[src/rtl/mips_avalon_lsu.sv]
// Load/store unit bridging the MIPS datapath to an Avalon-MM data bus: one outstanding
// byte/half/word access, registered bus outputs, lane extraction and sign/zero extension.
module mips_avalon_lsu #(
    parameter int unsigned TIMEOUT_CYCLES = 0
) (
    input  logic        clk,
    input  logic        reset_n,
    input  logic        req_valid,
    input  logic        req_write,
    input  logic [1:0]  req_size,
    input  logic        req_signed,
    input  logic [31:0] req_addr,
    input  logic [31:0] req_wdata,
    output logic        req_ready,
    output logic        resp_valid,
    output logic [31:0] resp_rdata,
    output logic        resp_err,
    output logic [31:0] avm_address,
    output logic        avm_read,
    output logic        avm_write,
    output logic [31:0] avm_writedata,
    output logic [3:0]  avm_byteenable,
    input  logic        avm_waitrequest,
    input  logic [31:0] avm_readdata
);

    typedef enum logic [1:0] {IDLE, READ, WRITE, DONE} state_t;

    state_t      state_q, state_d;
    logic [1:0]  size_q, size_d;
    logic        sign_q, sign_d;
    logic [1:0]  lane_q, lane_d;
    logic [31:0] tmo_q, tmo_d;
    logic        rd_q, rd_d, wr_q, wr_d;
    logic [31:0] addr_q, addr_d, wdata_q, wdata_d;
    logic [3:0]  be_q, be_d;
    logic        rvalid_q, rvalid_d, rerr_q, rerr_d;
    logic [31:0] rdata_q, rdata_d;

    logic        misalign;
    logic [3:0]  req_be;
    logic [31:0] req_wd;
    logic [7:0]  rd_byte;
    logic [15:0] rd_half;
    logic [31:0] rd_ext;

    always_comb begin
        misalign = (req_size == 2'b11) ||
                   (req_size == 2'b01 && req_addr[0]) ||
                   (req_size == 2'b10 && req_addr[1:0] != 2'b00);
        case (req_size)
            2'b00: begin
                req_be = 4'b0001 << req_addr[1:0];
                req_wd = {4{req_wdata[7:0]}};
            end
            2'b01: begin
                req_be = req_addr[1] ? 4'b1100 : 4'b0011;
                req_wd = {2{req_wdata[15:0]}};
            end
            default: begin
                req_be = 4'b1111;
                req_wd = req_wdata;
            end
        endcase
    end

    // Lane select and extension of the word seen on the completing edge
    always_comb begin
        case (lane_q)
            2'd0:    rd_byte = avm_readdata[7:0];
            2'd1:    rd_byte = avm_readdata[15:8];
            2'd2:    rd_byte = avm_readdata[23:16];
            default: rd_byte = avm_readdata[31:24];
        endcase
        rd_half = lane_q[1] ? avm_readdata[31:16] : avm_readdata[15:0];
        case (size_q)
            2'b00:   rd_ext = sign_q ? {{24{rd_byte[7]}}, rd_byte} : {24'h0, rd_byte};
            2'b01:   rd_ext = sign_q ? {{16{rd_half[15]}}, rd_half} : {16'h0, rd_half};
            default: rd_ext = avm_readdata;
        endcase
    end

    always_comb begin
        state_d  = state_q;
        size_d   = size_q;
        sign_d   = sign_q;
        lane_d   = lane_q;
        tmo_d    = tmo_q;
        rd_d     = rd_q;
        wr_d     = wr_q;
        addr_d   = addr_q;
        wdata_d  = wdata_q;
        be_d     = be_q;
        rvalid_d = 1'b0;
        rerr_d   = 1'b0;
        rdata_d  = rdata_q;
        case (state_q)
            IDLE: begin
                if (req_valid) begin
                    size_d = req_size;
                    sign_d = req_signed;
                    lane_d = req_addr[1:0];
                    if (misalign) begin
                        state_d  = DONE;
                        rvalid_d = 1'b1;
                        rerr_d   = 1'b1;
                        rdata_d  = '0;
                    end else begin
                        addr_d  = {req_addr[31:2], 2'b00};
                        be_d    = req_be;
                        wdata_d = req_wd;
                        tmo_d   = '0;
                        if (req_write) begin
                            wr_d    = 1'b1;
                            state_d = WRITE;
                        end else begin
                            rd_d    = 1'b1;
                            state_d = READ;
                        end
                    end
                end
            end
            READ, WRITE: begin
                if (!avm_waitrequest) begin
                    rd_d     = 1'b0;
                    wr_d     = 1'b0;
                    state_d  = DONE;
                    rvalid_d = 1'b1;
                    rdata_d  = (state_q == READ) ? rd_ext : '0;
                end else if (TIMEOUT_CYCLES != 0) begin
                    if (tmo_q == TIMEOUT_CYCLES - 1) begin
                        rd_d     = 1'b0;
                        wr_d     = 1'b0;
                        state_d  = DONE;
                        rvalid_d = 1'b1;
                        rerr_d   = 1'b1;
                        rdata_d  = '0;
                    end else begin
                        tmo_d = tmo_q + 32'd1;
                    end
                end
            end
            default: state_d = IDLE;
        endcase
    end

    always_ff @(posedge clk or negedge reset_n) begin
        if (!reset_n) begin
            state_q  <= IDLE;
            size_q   <= '0;
            sign_q   <= 1'b0;
            lane_q   <= '0;
            tmo_q    <= '0;
            rd_q     <= 1'b0;
            wr_q     <= 1'b0;
            addr_q   <= '0;
            wdata_q  <= '0;
            be_q     <= '0;
            rvalid_q <= 1'b0;
            rerr_q   <= 1'b0;
            rdata_q  <= '0;
        end else begin
            state_q  <= state_d;
            size_q   <= size_d;
            sign_q   <= sign_d;
            lane_q   <= lane_d;
            tmo_q    <= tmo_d;
            rd_q     <= rd_d;
            wr_q     <= wr_d;
            addr_q   <= addr_d;
            wdata_q  <= wdata_d;
            be_q     <= be_d;
            rvalid_q <= rvalid_d;
            rerr_q   <= rerr_d;
            rdata_q  <= rdata_d;
        end
    end

    assign req_ready      = (state_q == IDLE) & reset_n;
    assign resp_valid     = rvalid_q;
    assign resp_err       = rerr_q;
    assign resp_rdata     = rdata_q;
    assign avm_address    = addr_q;
    assign avm_read       = rd_q;
    assign avm_write      = wr_q;
    assign avm_writedata  = wdata_q;
    assign avm_byteenable = be_q;

endmodule

[config.mk]
export PLATFORM = sky130hd
export DESIGN_NAME = mips_avalon_lsu
export DESIGN_NICKNAME = d
export VERILOG_FILES = /design/src/rtl/mips_avalon_lsu.sv
export SDC_FILE = /design/constraint.sdc
export NUM_CORES = 1
export LEC_CHECK = 0
export CAP_MARGIN = 25
export CELL_PAD_IN_SITES_DETAIL_PLACEMENT = 1
export CELL_PAD_IN_SITES_GLOBAL_PLACEMENT = 1
export CORE_MARGIN = 2
export CORE_UTILIZATION = 28
export DETAILED_ROUTE_END_ITERATION = 8
export PLACE_DENSITY = 0.8
export SLEW_MARGIN = 20
export SYNTH_ARGS = -nofsm -noshare
export SYNTH_HDL_FRONTEND = slang
export SYNTH_SLANG_ARGS = --single-unit
export TNS_END_PERCENT = 20
[constraint.sdc]
create_clock -name clk -period 3.93 [get_ports clk]
set_clock_uncertainty 0.2 [all_clocks]
set_input_delay 0.786 -clock clk [delete_from_list [all_inputs] [get_ports clk]]
set_output_delay 0.786 -clock clk [all_outputs]
set_load 0.1 [all_outputs]
==> metrics.txt <==
status=completed; Hold-fix buffers, CTS=0; cts bufs inserted=9; crit end category=register; synth warn=0; pre-CTS WS=around 0.66 ns; maxcap violations=0; final worst path period share=between 70% and 80%; First DRT Iteration DRCs=140; Post-Synthesis Cells=430; CP Buf/Inv Count=1; final core utilization=between 40% and 50%; Crit Path Class=input port to register; top achievable clock speed=344 MHz; Slowest-stage cell, CP=a221oi_1; CP most frequent cell=a221oi_1; WP data arrival=2.94 ns; post-route ant nets=0; Slew @ Worst Pin=1.06 ns; vias in the first global route=roughly 4800; FILL cells=a little under 2000; RSZ-0062 raised after global routing=no; clock slew at reported path FFs=about 0.070 ns; slowest stage delay, CP=between 0.9 and 1 ns; Worst EP required=3.97 ns; Distinct cells, synth=39; # diodes=0; hpwl dp=between 10 and 15 mm; routability cong.=0.780; die area=between 15000 and 20000 µm²; EDFF count, synth=0; CTS tree=yes; vias per cell=between 4 and 5; setup slack after layout=about 1.0 ns; H-tree depth=3; initial antenna violation count=0; mapped cell area=5030 µm²; HP Class=register to register; register area share after synthesis=54.2%; Post-CTS Setup Repair Bufs=0; Core Area=roughly 18000 µm²; setup TNS=0 ns; WL/cell=roughly 19 µm; multi-input combinational cell area=~2100 µm²; CP delay by family, top=compound AO/OA/AOI/OAI gates; gr usage total=17.0%; post-route DRC violation count=0; CTS max path bufs=2; Avg Inst Size Synth=between 10 and 15 µm²; Die H=about 140 µm; final setup vio count=0; vias=around 4200; clk sink count=approximately 110; most frequent cells in the layout=203 x clkdlybuf4s50_1, 109 x dfrtp_1, 53 x mux2_2, 42 x nand2_1, 29 x o21ai_0; first-pass GRT wire length=roughly 26 mm; drt pass-1 iters=4; critical path cell sequence=clkdlybuf4s50_1 > mux2_2 > a221oi_1 > a221oi_1 > a21o_1; quantity of gates resized following cts=0; Starting Density=between 20% and 30%; layout cells sized above 1=between 10% and 20%; Max Slew Vio Count=0; synthesis-stage register bit count=roughly 110; Layout area overhead=51.3%; worst rel slew slack=around 29%; final hold violations=0; port buffer count=slightly above 200; register area=2730 µm²; Skew-Pair Late Insertion Delay=0.34 ns; startpoint types=input port; grt ovf=0; Post-synth ARST share=100%; most common cell after layout, fill and taps aside=clkdlybuf4s50_1; Primary FF master, synth=dfrtp_1; nets@finish=roughly 730; largest net degree at the start of global routing=94; fin crit period=just under 3 ns; Row Count=49; clock root cell=clkbuf_16; worst-path fanout max=7; Die Width=approximately 140 µm; total I/O pin count=between 200 and 250; Routed WL=between 15 and 20 mm
## cells by family after synthesis
kind of cell / Yosys count / synth area share (%)
compound gates: 110 / 16.0
flops: 109 / 54.2
simple gates: 83 / 7.88
mux: 79 / 17.0
buf+inv: 45 / 4.15
fa+ha+maj: 3 / 0.746
other cells: 1 / 0.0745
## registers in the layout, summed over array words and instances (netlist names)
| signal | cells |
|---|---|
| sign_q | 1 |
| size_q | 2 |
| lane_q | 2 |
| avm_write | 1 |
| avm_writedata | 32 |
| resp_err | 1 |
| avm_address | 30 |
| avm_byteenable | 4 |
| resp_rdata | 32 |
| avm_read | 1 |
| resp_valid | 1 |
| state_q | 2 |
## worst register-to-register path: stages, from the launching register on
cell,delay [ns]
dfrtp_1,0.42
inv_1,0.08
ha_1,0.38
or4b_4,0.52
o2111ai_1,0.11
buf_4,0.24
a211oi_2,0.09
buf_4,0.20
a221o_1,0.28
## routing by layer
metal | wire length [µm] | part of all wire (%) | GRT usage [%] | vias to the layer above
met4 | 225 | 1.4 | 4.94 | 0
met5 | 0 | 0 | 0 | -
met1 | 6500 | 41 | 19.6 | 2126
met2 | 8070 | 51 | 30.1 | 139
li1 | - | - | - | 1943
met3 | 1110 | 7.0 | 5.44 | 17
## final timing paths
path                                   startpoint  slack, ns  depth (start not counted)                end
worst max-delay path              avm_readdata[7]       1.03                          5      resp_rdata[8]
worst min-delay path            avm_writedata[25]       0.28                          2  avm_writedata[25]
worst max register to register         state_q[0]       1.30                          8     resp_rdata[20]
worst min register to register  avm_writedata[25]       0.28                          2  avm_writedata[25]
max in group asynchronous                 reset_n       1.88                          3         state_q[1]
min in group asynchronous                 reset_n       0.36                          2         resp_valid
## through the flow
stage / instance area (µm²) / std cells / hold WS (ns)
detailed placement: 7320 / 842 / 0.272
global placement: 7320 / 842 / 0.262
global route: 7620 / 858 / 0.313
finish: 7620 / 858 / 0.284
CTS: 7610 / 857 / 0.289
floorplan: 5040 / 431 / 0.290
## synth_stat cells (all sizes together) (9+ instances only)
master	instances	area share [%]
nand2	42	3.1
a221o	16	3.2
a221oi	11	1.9
o2bb2ai	10	1.7
clkbuf	17	1.3
a21o	9	1.3
o21ai	29	2.9
buf	14	1.8
a21oi	16	1.6
nor2	14	1.0
mux2i	26	5.2
mux2	53	12
dfrtp	109	54
inv	14	1.0
## area by class of cell
type | count | area share (%)
Sequential cell | 109 | 35.8
Timing Repair Buffer | 214 | 28.1
Multi-Input combinational cell | 277 | 27.8
Tap cell | 229 | 3.76
Clock buffer | 11 | 3.19
Inverter | 14 | 0.690
Clock inverter | 4 | 0.641
Power is left out: the tool's default activity adds up to more than one toggle a clock period on the data nets, which glitch-free logic cannot reach.
